$ cat src/rtl/pwm_led_fader_if.sv
// Configuration port for pwm_led_fader.
// Carries a valid/ready request that selects a channel, a mode and a duty.
// The master presents the request and the fader (slave) answers with cfg_ready.
interface pwm_led_fader_if #(
  parameter int CHANNELS = 3,
  parameter int WIDTH    = 8
);
  localparam int CHAN_W = (CHANNELS > 1) ? $clog2(CHANNELS) : 1;

  logic              cfg_valid;
  logic              cfg_ready;
  logic [CHAN_W-1:0] cfg_chan;
  logic [1:0]        cfg_mode;
  logic [WIDTH-1:0]  cfg_duty;

  modport master (
    output cfg_valid,
    output cfg_chan,
    output cfg_mode,
    output cfg_duty,
    input  cfg_ready
  );

  modport slave (
    input  cfg_valid,
    input  cfg_chan,
    input  cfg_mode,
    input  cfg_duty,
    output cfg_ready
  );
endinterface

$ cat src/rtl/pwm_led_fader.sv
// Multi-channel PWM LED driver with active-low outputs and a per-channel
// breathe (fade) mode.
// New configuration is held in a single pending slot and applied only at a
// PWM period boundary, so a channel never changes duty mid-period.
// Optional feature: define PWM_LED_FADER_GAMMA_EN to compare the PWM counter
// against a squared (gamma-corrected) duty instead of the linear duty.
module pwm_led_fader #(
  parameter int CHANNELS     = 3,
  parameter int WIDTH        = 8,
  parameter int PRESCALE     = 47,
  parameter int FADE_PERIODS = 4
) (
  input  logic                clk,
  input  logic                rst,
  pwm_led_fader_if.slave      cfg,
  output logic                period_tick,
  output logic [CHANNELS-1:0] nled
);

  localparam int CHAN_W  = (CHANNELS > 1) ? $clog2(CHANNELS) : 1;
  localparam int PRESC_W = (PRESCALE > 1) ? $clog2(PRESCALE) : 1;
  localparam int FADE_W  = (FADE_PERIODS > 1) ? $clog2(FADE_PERIODS) : 1;

  localparam logic [PRESC_W-1:0] PRESC_LAST = PRESC_W'(PRESCALE - 1);
  localparam logic [PRESC_W-1:0] PRESC_ONE  = PRESC_W'(1);
  localparam logic [FADE_W-1:0]  FADE_LAST  = FADE_W'(FADE_PERIODS - 1);
  localparam logic [FADE_W-1:0]  FADE_ONE   = FADE_W'(1);
  localparam logic [WIDTH-1:0]   CNT_LAST   = '1;
  localparam logic [WIDTH-1:0]   DUTY_ONE   = WIDTH'(1);

  typedef enum logic [1:0] {
    MODE_OFF     = 2'd0,
    MODE_STATIC  = 2'd1,
    MODE_BREATHE = 2'd2,
    MODE_RSVD    = 2'd3
  } mode_t;

  typedef enum logic {
    FADE_UP   = 1'b0,
    FADE_DOWN = 1'b1
  } fade_t;

  logic [PRESC_W-1:0] presc;
  logic [WIDTH-1:0]   cnt;
  logic               step;
  logic               wrap;

  logic               pending;
  logic [CHAN_W-1:0]  pend_chan;
  mode_t              pend_mode;
  logic [WIDTH-1:0]   pend_duty;

  logic [CHANNELS-1:0] breathe_on;
  logic [WIDTH-1:0]    active_duty [CHANNELS];
  logic [WIDTH-1:0]    peak_duty   [CHANNELS];
  fade_t               fade_state  [CHANNELS];
  logic [FADE_W-1:0]   fade_cnt    [CHANNELS];
  logic [WIDTH-1:0]    cmp_duty    [CHANNELS];

  assign step          = (presc == PRESC_LAST);
  assign wrap          = step && (cnt == CNT_LAST);
  assign cfg.cfg_ready = ~pending;

  // Prescaler: divides the system clock down to one PWM counter step.
  always_ff @(posedge clk or posedge rst) begin
    if (rst) begin
      presc <= '0;
    end else if (step) begin
      presc <= '0;
    end else begin
      presc <= presc + PRESC_ONE;
    end
  end

  // PWM counter advances once per prescaler step and wraps naturally.
  always_ff @(posedge clk or posedge rst) begin
    if (rst) begin
      cnt <= '0;
    end else if (step) begin
      cnt <= cnt + DUTY_ONE;
    end
  end

  // Period tick is the registered wrap strobe.
  always_ff @(posedge clk or posedge rst) begin
    if (rst) begin
      period_tick <= 1'b0;
    end else begin
      period_tick <= wrap;
    end
  end

  // Config slot plus per-channel breathe FSMs; everything changes only at wrap
  // except the capture of a new request into the empty pending slot.
  always_ff @(posedge clk or posedge rst) begin
    if (rst) begin
      pending    <= 1'b0;
      pend_chan  <= '0;
      pend_mode  <= MODE_OFF;
      pend_duty  <= '0;
      breathe_on <= '0;
      for (int i = 0; i < CHANNELS; i++) begin
        active_duty[i] <= '0;
        peak_duty[i]   <= '0;
        fade_state[i]  <= FADE_UP;
        fade_cnt[i]    <= '0;
      end
    end else begin
      if (cfg.cfg_valid && !pending) begin
        if (int'(cfg.cfg_chan) < CHANNELS) begin
          pending   <= 1'b1;
          pend_chan <= cfg.cfg_chan;
          pend_mode <= mode_t'(cfg.cfg_mode);
          pend_duty <= cfg.cfg_duty;
        end
      end
      if (wrap) begin
        if (pending) begin
          pending <= 1'b0;
        end
        for (int i = 0; i < CHANNELS; i++) begin
          if (pending && (int'(pend_chan) == i)) begin
            case (pend_mode)
              MODE_STATIC: begin
                breathe_on[i]  <= 1'b0;
                active_duty[i] <= pend_duty;
              end
              MODE_BREATHE: begin
                breathe_on[i]  <= 1'b1;
                peak_duty[i]   <= pend_duty;
                active_duty[i] <= '0;
                fade_state[i]  <= FADE_UP;
                fade_cnt[i]    <= '0;
              end
              default: begin
                breathe_on[i]  <= 1'b0;
                active_duty[i] <= '0;
              end
            endcase
          end else if (breathe_on[i]) begin
            if (fade_cnt[i] == FADE_LAST) begin
              fade_cnt[i] <= '0;
              if (fade_state[i] == FADE_UP) begin
                if (active_duty[i] < peak_duty[i]) begin
                  active_duty[i] <= active_duty[i] + DUTY_ONE;
                  if ((active_duty[i] + DUTY_ONE) == peak_duty[i]) begin
                    fade_state[i] <= FADE_DOWN;
                  end
                end
              end else begin
                if (active_duty[i] != '0) begin
                  active_duty[i] <= active_duty[i] - DUTY_ONE;
                  if (active_duty[i] == DUTY_ONE) begin
                    fade_state[i] <= FADE_UP;
                  end
                end
              end
            end else begin
              fade_cnt[i] <= fade_cnt[i] + FADE_ONE;
            end
          end
        end
      end
    end
  end

  // Compare value per channel: linear duty, or its square scaled back to WIDTH bits.
  always_comb begin
    for (int i = 0; i < CHANNELS; i++) begin
`ifdef PWM_LED_FADER_GAMMA_EN
      cmp_duty[i] = WIDTH'(({{WIDTH{1'b0}}, active_duty[i]} *
                            {{WIDTH{1'b0}}, active_duty[i]}) >> WIDTH);
`else
      cmp_duty[i] = active_duty[i];
`endif
    end
  end

  // Registered active-low LED drive: lit while the counter is below the compare value.
  always_ff @(posedge clk or posedge rst) begin
    if (rst) begin
      nled <= '1;
    end else begin
      for (int i = 0; i < CHANNELS; i++) begin
        nled[i] <= ~(cnt < cmp_duty[i]);
      end
    end
  end

endmodule
$ cat src/flat_wrapper.sv
// flat-port wrapper written by rule: the top's interface ports become plain ports
module pwm_led_fader_flat 
#(
  parameter int CHANNELS     = 3,
  parameter int WIDTH        = 8,
  parameter int PRESCALE     = 47,
  parameter int FADE_PERIODS = 4
)
  (clk, rst, period_tick, nled, cfg_cfg_valid, cfg_cfg_chan, cfg_cfg_mode, cfg_cfg_duty, cfg_cfg_ready);
  pwm_led_fader_if #(.CHANNELS(CHANNELS), .WIDTH(WIDTH)) cfg_i ();
  input  logic clk;
  input  logic rst;
  output logic period_tick;
  output logic [CHANNELS-1:0] nled;
  input wire logic [$bits(cfg_i.cfg_valid)-1:0] cfg_cfg_valid;
  input wire logic [$bits(cfg_i.cfg_chan)-1:0] cfg_cfg_chan;
  input wire logic [$bits(cfg_i.cfg_mode)-1:0] cfg_cfg_mode;
  input wire logic [$bits(cfg_i.cfg_duty)-1:0] cfg_cfg_duty;
  output wire logic [$bits(cfg_i.cfg_ready)-1:0] cfg_cfg_ready;
  assign cfg_i.cfg_valid = cfg_cfg_valid;
  assign cfg_i.cfg_chan = cfg_cfg_chan;
  assign cfg_i.cfg_mode = cfg_cfg_mode;
  assign cfg_i.cfg_duty = cfg_cfg_duty;
  assign cfg_cfg_ready = cfg_i.cfg_ready;
  pwm_led_fader #(.CHANNELS(CHANNELS), .WIDTH(WIDTH), .PRESCALE(PRESCALE), .FADE_PERIODS(FADE_PERIODS)) u_core (.clk(clk), .rst(rst), .cfg(cfg_i), .period_tick(period_tick), .nled(nled));
endmodule
$ cat config.mk
export PLATFORM = sky130hd
export DESIGN_NAME = pwm_led_fader_flat
export DESIGN_NICKNAME = d
export VERILOG_FILES = /design/src/rtl/pwm_led_fader_if.sv /design/src/rtl/pwm_led_fader.sv /design/src/flat_wrapper.sv
export SDC_FILE = /design/constraint.sdc
export NUM_CORES = 1
export LEC_CHECK = 0
export BUFFER_PORTS_ARGS = -buffer_cell sky130_fd_sc_hd__buf_4
export CAP_MARGIN = 40
export CELL_PAD_IN_SITES_DETAIL_PLACEMENT = 0
export CELL_PAD_IN_SITES_GLOBAL_PLACEMENT = 1
export CORE_ASPECT_RATIO = 0.7
export CORE_UTILIZATION = 45
export DETAILED_ROUTE_END_ITERATION = 10
export PLACE_DENSITY = 0.81
export SLEW_MARGIN = 10
export SYNTH_ARGS = -nofsm -noshare
export SYNTH_HDL_FRONTEND = slang
export SYNTH_SLANG_ARGS = --single-unit
$ cat constraint.sdc
create_clock -name clk -period 3.4 [get_ports clk]
set_input_delay 1.02 -clock clk [delete_from_list [all_inputs] [get_ports clk]]
set_output_delay 1.02 -clock clk [all_outputs]
set_load 0.1 [all_outputs]
=== After elaboration in Yosys (flattened, before gate mapping) ===
Index checks and enable logic that the tools add are counted.

* Bits in registers: 91
* Latch bits: 0
* Memory bits (writable): 0
* ROM bits: 0
* Bits of input ports: 15
* Output and inout bits: 5
* Logic and storage cells: 161
* Memories: 0

* Add/subtract/negate cells: 11
* $mul: 0
* Divide/modulo/power cells: 0
* Magnitude comparators: 7
* Equality and inequality tests: 21
* Shift-type cells: 0
* Mux-type cells: 60
* Bitwise gates (word level): 4
* Reductions and logical operators: 35

{| class="wikitable"
|+ Operators by type and width
! operator !! count
|-
| $mux W8 || 19
|-
| $lt A8 B8 Y1 || 6
|-
| $add A8 B1 Y8 const B || 4
|-
| $mux W1 || 30
|-
| $eq A8 B1 Y1 const B || 3
|-
| $eq A8 B8 Y1 || 3
|-
| $reduce_bool A8 Y1 || 3
|-
| $sub A8 B1 Y8 const B || 3
|-
| $mux W2 || 10
|-
| $reduce_and A3 Y1 || 6
|-
| $reduce_and A5 Y1 || 3
|-
| $eq A2 B2 Y1 const B || 6
|-
| $reduce_and A4 Y1 || 3
|-
| $reduce_bool A2 Y1 || 6
|-
| $ne A3 B3 Y1 const B || 3
|-
| $reduce_bool A3 Y1 || 3
|-
| $eq A8 B8 Y1 const B || 1
|-
| $reduce_and A2 Y1 || 4
|-
| $add A2 B1 Y2 const B || 3
|-
| $add A6 B1 Y6 const B || 1
|-
| $eq A6 B6 Y1 const B || 1
|-
| $mux W6 || 1
|-
| $ne A2 B2 Y1 const B || 3
|-
| $logic_and A1 B1 Y1 || 5
|-
| 5 further kinds || 8
|}

=== Depth between registers and ports, before layout ===
Gate-level depths: netlist of the first run.

* Depth in word-level cells: 8
* Mapped depth: 10
* Depth with buffers taken out: 9

=== Worst setup path before layout of the first run ===
Ideal clock, no wire load.

* Path type: reg2reg
* From: register u_core.active_duty[16] in the netlist's numbering
* To: register u_core.active_duty[18] in the netlist's numbering
* Setup time: 0.099 ns
* Data arrival time: 1.990 ns
* Required time: 3.301 ns
* Path slack: 1.311 ns
* Cell stages (with the launch flop): 10
* Buffers on the path: 1
* Period minus slack after synthesis: 2.089 ns
* Cell sequence: dfrtp_1 clkbuf_1 inv_1 ha_1 nand2b_1 a21oi_1 o2111ai_1 a21o_1 and4_1 a311oi_1

* Longest elaborated chain between the ends: 6
* Elaborated cells between the ends (all ways): 13
* Those cells by class: add/sub (2); order compare (1); eq/ne (1); mux (6); reduce/logical (3)

{| class="wikitable"
|+ RTL lines
! item !! RTL line !! RTL
|-
| start: declaration || pwm_led_fader.sv:54 || <nowiki>logic [WIDTH-1:0] active_duty [CHANNELS];</nowiki>
|-
| start signal: indexed assignment || pwm_led_fader.sv:126 || <nowiki>active_duty[i] <= pend_duty;</nowiki>
|-
| start signal: indexed assignment || pwm_led_fader.sv:145 || <nowiki>active_duty[i] <= active_duty[i] + DUTY_ONE;</nowiki>
|-
| start signal: indexed assignment || pwm_led_fader.sv:152 || <nowiki>active_duty[i] <= active_duty[i] - DUTY_ONE;</nowiki>
|-
| $add A8 B1 Y8 or $sub A8 B1 Y8 (tied branches) || pwm_led_fader.sv:145, pwm_led_fader.sv:152 ||
|-
| $mux W8, on equally long branches || pwm_led_fader.sv:144, pwm_led_fader.sv:151 ||
|-
| $mux W8 || pwm_led_fader.sv:143 || <nowiki>if (fade_state[i] == FADE_UP) begin</nowiki>
|-
| $mux W8 || pwm_led_fader.sv:141 || <nowiki>if (fade_cnt[i] == FADE_LAST) begin</nowiki>
|-
| $mux W8 || pwm_led_fader.sv:140 || <nowiki>end else if (breathe_on[i]) begin</nowiki>
|-
| $mux W8 || pwm_led_fader.sv:122 || <nowiki>if (pending && (int'(pend_chan) == i)) begin</nowiki>
|}

Parallel ways exist; a longest one is shown, timed or not. The select of a mux whose other input is x is not followed.
A chain may end at the register's enable or synchronous reset.

=== Worst setup path after layout of the first run ===
* From: register u_core.active_duty[8] in the netlist's numbering
* To: register u_core.active_duty[13] in the netlist's numbering

The elaborated chain is that of the path after synthesis.

==> impl_results.md, run 1 <==
- CTS tree: yes
- Antenna cells: 0
- Post-detail-place hpwl: about 14000 um
- CTS Hold Bufs: 0
- Worst Tran Pin Value: 839.5 ps
- Initial antenna violation count: 0
- Drt via density: between 6 and 7
- Worst reg2reg setup slack: about 700 ps
- Reg2reg path depth: 8
- Final Max Slew Viols: 0
- Share of flip-flops with an asynchronous set or reset: 100.0%
- Vias in the first global route: 5656
- Final setup TNS: 0 ps
- Clock Latency Late Sink: 340 ps
- Hold Crit Start: u_core.peak_duty[0]
- Total CTS buffers: 9
- Worst hold margin: roughly 500 ps
- CP Max Fanout: 11
- Die Y: 104.4 um
- Yosys cell types: 81
- Synth top cells by count: 88 x dfrtp_1, 63 x ha_1, 60 x nor2_1
- Synthesized area per cell: ~9.0 um2
- Reg area: 2281 um2
- Rows: 37
- Share of layout cells above drive strength 1: 9.631%
- Grt total ovfl: 0
- Worst r2r src: u_core.active_duty[8]
- Primary FF master, synth: dfrtp_1
- Post-Syn Area: around 6700 um2
- Final Hold Viols: 0
- Register area share after synthesis: ~34%
- Setup bufs post-CTS: 0
- Fillers: 1368
- Multi-input gate area: around 4100 um2
- Yosys top cell area share: 32.68%
- CTS Buffer Depth: 2
- Die width: 148.3 um
- Core ar.: 14680 um2
- Post-synth EDFFs: 0
- First-pass DRT Iterations: 5
- CTS root buf: clkbuf_16
- Pin count of the biggest net entering global routing: 67
- Min-Delay Path Class: flip-flop to flip-flop
- Worst Path Arrival: roughly 3000 ps
- Leakage: 3.122 nW
- #FFs+latches synth: 91
- Fmax: approximately 0.37 GHz
- Crit end category: flip-flop
- Final core occ: 49.78%
- Port buffer count: 19
- Maximum VDD drop: between 200 and 250 uV
- CP endpoint: u_core.active_duty[13]
- 1st-iter DRT viols: 434
- Area leader, netlist: dfrtp_1
- Detail-routed net length per standard cell: 20.02 um
- Synth area leaders: dfrtp_1 33%, ha_1 12%, mux2_1 4.0%
- GPL Wtd Cong: 0.9200
- Power per cell area: approximately 280 nW/um2
- Worst setup path startpoint: u_core.active_duty[8]
- GR Util All Layers: 25.83%
- Cells after Synth: between 700 and 800
- Status: finished, final reports clean
- CTS clk-pin slew, worst paths: 70 ps
- First-pass GRT wire length: 30820 um
- Max cap viols: 0
- Clock sinks: 91
- Final period demand of the worst path: 2701 ps
- RR Endpoint: u_core.active_duty[13]
- Io pins: 20
- Post-CTS Resized: 0
- WL final: 19080 um
- DRC violations left: 0
- Final period util: 79.45%
- Nets: between 800 and 900
- Initial Util: 45.92%
- Rel. slew slack: between 40 and 50%
- H-tree levels: 3
- Crit start category: flip-flop
- Post-route ant nets: 0
- Vias post-DR: 5867
- Most frequent cell after synthesis: dfrtp_1
- Final setup vio count: 0
- Final Skew: between 8 and 9 ps
- CP required: 3630 ps
- Total Power: approximately 2.1 mW
- Synth warn: 0
- CP Class: flip-flop to flip-flop
- RSZ-0062 raised after global routing: false
- Net count after synthesis: about 830
- Area grow syn2layout: 8.411%
- DIE AREA: around 15000 um2
state kept, by name (all words and copies together), names as in the netlist:
name and count:
u_core.fade_cnt 6, u_core.active_duty 24, u_core.fade_state 3, u_core.nled 3, u_core.breathe_on 3, u_core.pending 1
u_core.presc 6, u_core.pend_mode 2, u_core.peak_duty 24, u_core.period_tick 1, u_core.pend_chan 2, u_core.cnt 8
u_core.pend_duty 8
worst min-delay path by stage:
stage / slack, ps / cells past startpoint / to
after floorplan: 460 / 1 / u_core.peak_duty[21]
after global placement: 480 / 1 / u_core.peak_duty[21]
after detailed placement: 480 / 1 / u_core.peak_duty[21]
after CTS: 500 / 1 / u_core.peak_duty[0]
after global routing: 520 / 1 / u_core.peak_duty[8]
final: 500 / 1 / u_core.peak_duty[0]
kinds of logic (layout without fill, tap and decap cells):
family,after synthesis,after routing,synth area share (%)
simple gates,256,256,20.13
compound gates,176,176,17.71
flops,91,91,33.85
mux,38,38,6.313
xor+xnor,37,37,4.809
buf+inv,87,97,5.496
fa+ha+maj,63,63,11.70
power breakdown:
part / total [mW] / switching (mW) / internal [mW]
sequential: 1.08 / 0 / 1.08
combinational: 0.0364 / 0.0238 / 0.0126
clock: 0.951 / 0.430 / 0.522
per-stage QoR:
step	setup slack, ps	cells	area, um2
after floorplan	21.36	748	6739
final	698.5	953	7306
after global placement	805.3	937	7025
after CTS	765.7	953	7306
after global routing	509.9	953	7306
after detailed placement	778.0	937	7025
placed cells by master (no fill, tap or decap), types with 4 or more instances in the layout:
master | netlist | layout
nand2_1 | 55 | 55
a211o_1 | 6 | 6
o41ai_1 | 4 | 4
o31ai_1 | 9 | 9
nand3_1 | 21 | 21
a21oi_1 | 38 | 38
nand3b_1 | 4 | 4
nor2_1 | 60 | 60
dfrtp_1 | 88 | 88
nand4_1 | 14 | 14
xnor2_1 | 23 | 23
ha_1 | 63 | 63
and2_1 | 9 | 9
clkbuf_16 | 0 | 9
or3_1 | 6 | 6
a31oi_1 | 14 | 14
nor4_1 | 16 | 16
o2111ai_1 | 4 | 4
nor3_1 | 22 | 22
a41oi_1 | 4 | 4
o21ai_1 | 17 | 17
inv_1 | 53 | 52
mux2_2 | 12 | 12
and4_1 | 5 | 5
and3_1 | 4 | 4
o21ai_0 | 27 | 27
xor2_1 | 14 | 14
mux2_1 | 24 | 24
nor2b_1 | 11 | 11
nand2b_1 | 7 | 7
buf_4 | 3 | 24
final cells by class:
type	count	area share, %
clock buffer	12	3.374
clock inverter	4	0.4624
inverter	56	2.911
multi-input combinational	570	55.95
sequential	91	31.22
tap	195	3.340
timing repair buffer	25	2.740
layer usage:
metal	vias to the layer above	wire length, um	global-route usage (%)
met5	-	0	0
met4	0	546	9.573
met3	38	1333	5.526
met2	221	7911	36.15
met1	2867	9287	38.51
li1	2741	-	-
worst max-delay path, stage by stage, from the launching register on:
cell and delay (ps):
dfrtp_1 550, inv_1 230, ha_1 220, nand2b_1 140, a21oi_1 140, o2111ai_1 270, a21oi_1 570, nor2_1 160
a211o_1 300
(Power assumes the default switching activity.)
==> run 2: changes to the inputs <==
==> constraint.sdc (replaced) <==
create_clock -name clk -period 2.4 [get_ports clk]
set_input_delay 0.72 -clock clk [delete_from_list [all_inputs] [get_ports clk]]
set_output_delay 0.72 -clock clk [all_outputs]
set_load 0.1 [all_outputs]
==> run 2 against run 1 <==
Compared with the run above: combinational power is 44% higher; register-to-register slack worse by 610 ps; final cell count increased by 6.0%; wire length is 5.8% higher; clock power grew 57%; sequential power rose by 42%; total power increased by 49%; hold slack got worse by 24 ps; worst setup slack got worse by 610 ps; final area is 6.5% higher; die area unchanged; via count up 3.7%.
==> impl_results.md, run 2 (synthesis results as in run 1) <==
- Status: finished, final reports clean
- Detail-routed net length per standard cell: around 20 um
- Port buffer count: 19
- CTS tree: yes
- Final Max Slew Viols: 0
- GPL Wtd Cong: just under 1
- Grt total ovfl: 0
- Io pins: 20
- CP bufs+invs: 1
- Final setup TNS: 0 ps
- Die Y: 104.4 um
- Final period util: 96.18%
- CTS root buf: clkbuf_16
- Leakage: between 3 and 4 nW
- GR Util All Layers: 27.20%
- Min-Delay Path Class: primary input to async pin
- CTS Buffer Depth: 2
- Final Hold Viols: 0
- Crit start category: flip-flop
- Clock Latency Late Sink: ~350 ps
- Initial antenna violation count: 1
- Reg area: roughly 2300 um2
- Most common cell after layout, fill and taps aside: dfrtp_1
- Top flop regs: u_core.active_duty x24, u_core.peak_duty x24
- Antenna cells: 0
- Post-detail-place hpwl: ~15000 um
- Final period demand of the worst path: 2308 ps
- Final Skew: 9.487 ps
- Critical path's top delay family: simple AND/OR/NAND/NOR gates
- Drt via density: 6.022
- Vias post-DR: 6082
- Area grow syn2layout: 15.45%
- Critical path, cell by cell: ha_1 > nand3b_1 > or4_1 > clkinv_2 > nand2_2 > mux2_1
- CP Max Fanout: 10
- First-pass DRT Iterations: 5
- Commonest cells after routing, fill and taps aside: 88 x dfrtp_1, 81 x buf_4, 63 x ha_1, 60 x nor2_1, 55 x nand2_1
- Placement Cell Area: 7456 um2
- Initial Util: between 40 and 50%
- Die width: approximately 150 um
- Clock sinks: 91
- Post-CTS Resized: 0
- Rel. slew slack: 62.65%
- Total CTS buffers: 9
- Crit end category: flip-flop
- Slowest cell on the critical path: or4_1
- CP Class: flip-flop to flip-flop
- Final setup vio count: 0
- Vias in the first global route: 5814
- Worst Path Arrival: approximately 2500 ps
- Worst reg2reg setup slack: 90 ps
- Core ar.: between 10000 and 15000 um2
- CTS clk-pin slew, worst paths: approximately 70 ps
- Maximum VDD drop: 290.8 uV
- Setup bufs post-CTS: 0
- CP max stage delay: 680 ps
- Multi-input gate area: 4110 um2
- Rows: 37
- Post-route ant nets: 0
- Fillers: ~1300
- DRC violations left: 0
- First-pass GRT wire length: 32200 um
- Final instance area: 7780 um2
- Fmax: 0.4332 GHz
- Pin count of the biggest net entering global routing: 92
- Max cap viols: 0
- Power per cell area: about 400 nW/um2
- 1st-iter DRT viols: just over 500
- CTS Hold Bufs: 0
- DIE AREA: 15480 um2
- Worst Tran Pin Value: 560.2 ps
- CP required: 2620 ps
- Share of layout cells above drive strength 1: 16.81%
- H-tree levels: 3
- Nets: 888
- WL final: 20180 um
-- run 2: worst paths after layout --
check	to	depth (start not counted)	from
setup / recovery	u_core.peak_duty[21]	6	u_core.presc[1]
hold / removal	u_core.active_duty[12]	3	rst
setup reg to reg	u_core.peak_duty[21]	6	u_core.presc[1]
hold reg to reg	u_core.cnt[6]	1	u_core.cnt[6]
max in group asynchronous	u_core.nled[0]	3	rst
min in group clk	u_core.cnt[6]	1	u_core.cnt[6]
-- run 2: power by group --
group	total (mW)	internal, mW	switching (mW)
clock network	1.49	0.826	0.664
logic	0.0525	0.0181	0.0344
registers	1.53	1.53	0
total	3.08	2.38	0.699
-- run 2: tightest hold or removal path, stage by stage --
cell and delay, ps:
buf_4 120, clkinvlp_4 70, buf_12 350
-- run 2: per-layer routing --
layer / global-route usage, % / share of wire, % / vias up
met1: 42.55 / 50 / 2971
met5: 0 / 0 / -
met4: 6.554 / 1.6 / 0
li1: - / - / 2856
met3: 4.342 / 6.7 / 23
met2: 38.33 / 42 / 232
-- run 2: area by class of cell --
| class | instances | share of cell area, % |
|---|---|---|
| clock buffers | 10 | 2.943 |
| clock inverters | 6 | 0.9328 |
| inverters | 56 | 2.766 |
| multi-input cells | 570 | 52.83 |
| flip-flops and latches | 91 | 29.32 |
| well taps | 195 | 3.136 |
| repair buffers | 82 | 8.073 |
-- run 2: stage by stage --
stage | instances | hold WS (ps) | total power, mW | setup WS, ps | utilization [%]
after global placement | 994 | 481.0 | 1.616 | 135.0 | 50.81
after detailed placement | 994 | 487.6 | 1.618 | 95.18 | 50.81
after CTS | 1010 | 501.2 | 3.102 | 63.43 | 52.86
final | 1010 | 470.6 | 3.076 | 91.77 | 53.01
after floorplan | 748 | 464.2 | 1.585 | 310.7 | -
after global routing | 1010 | 547.1 | 3.157 | -30.27 | 53.01
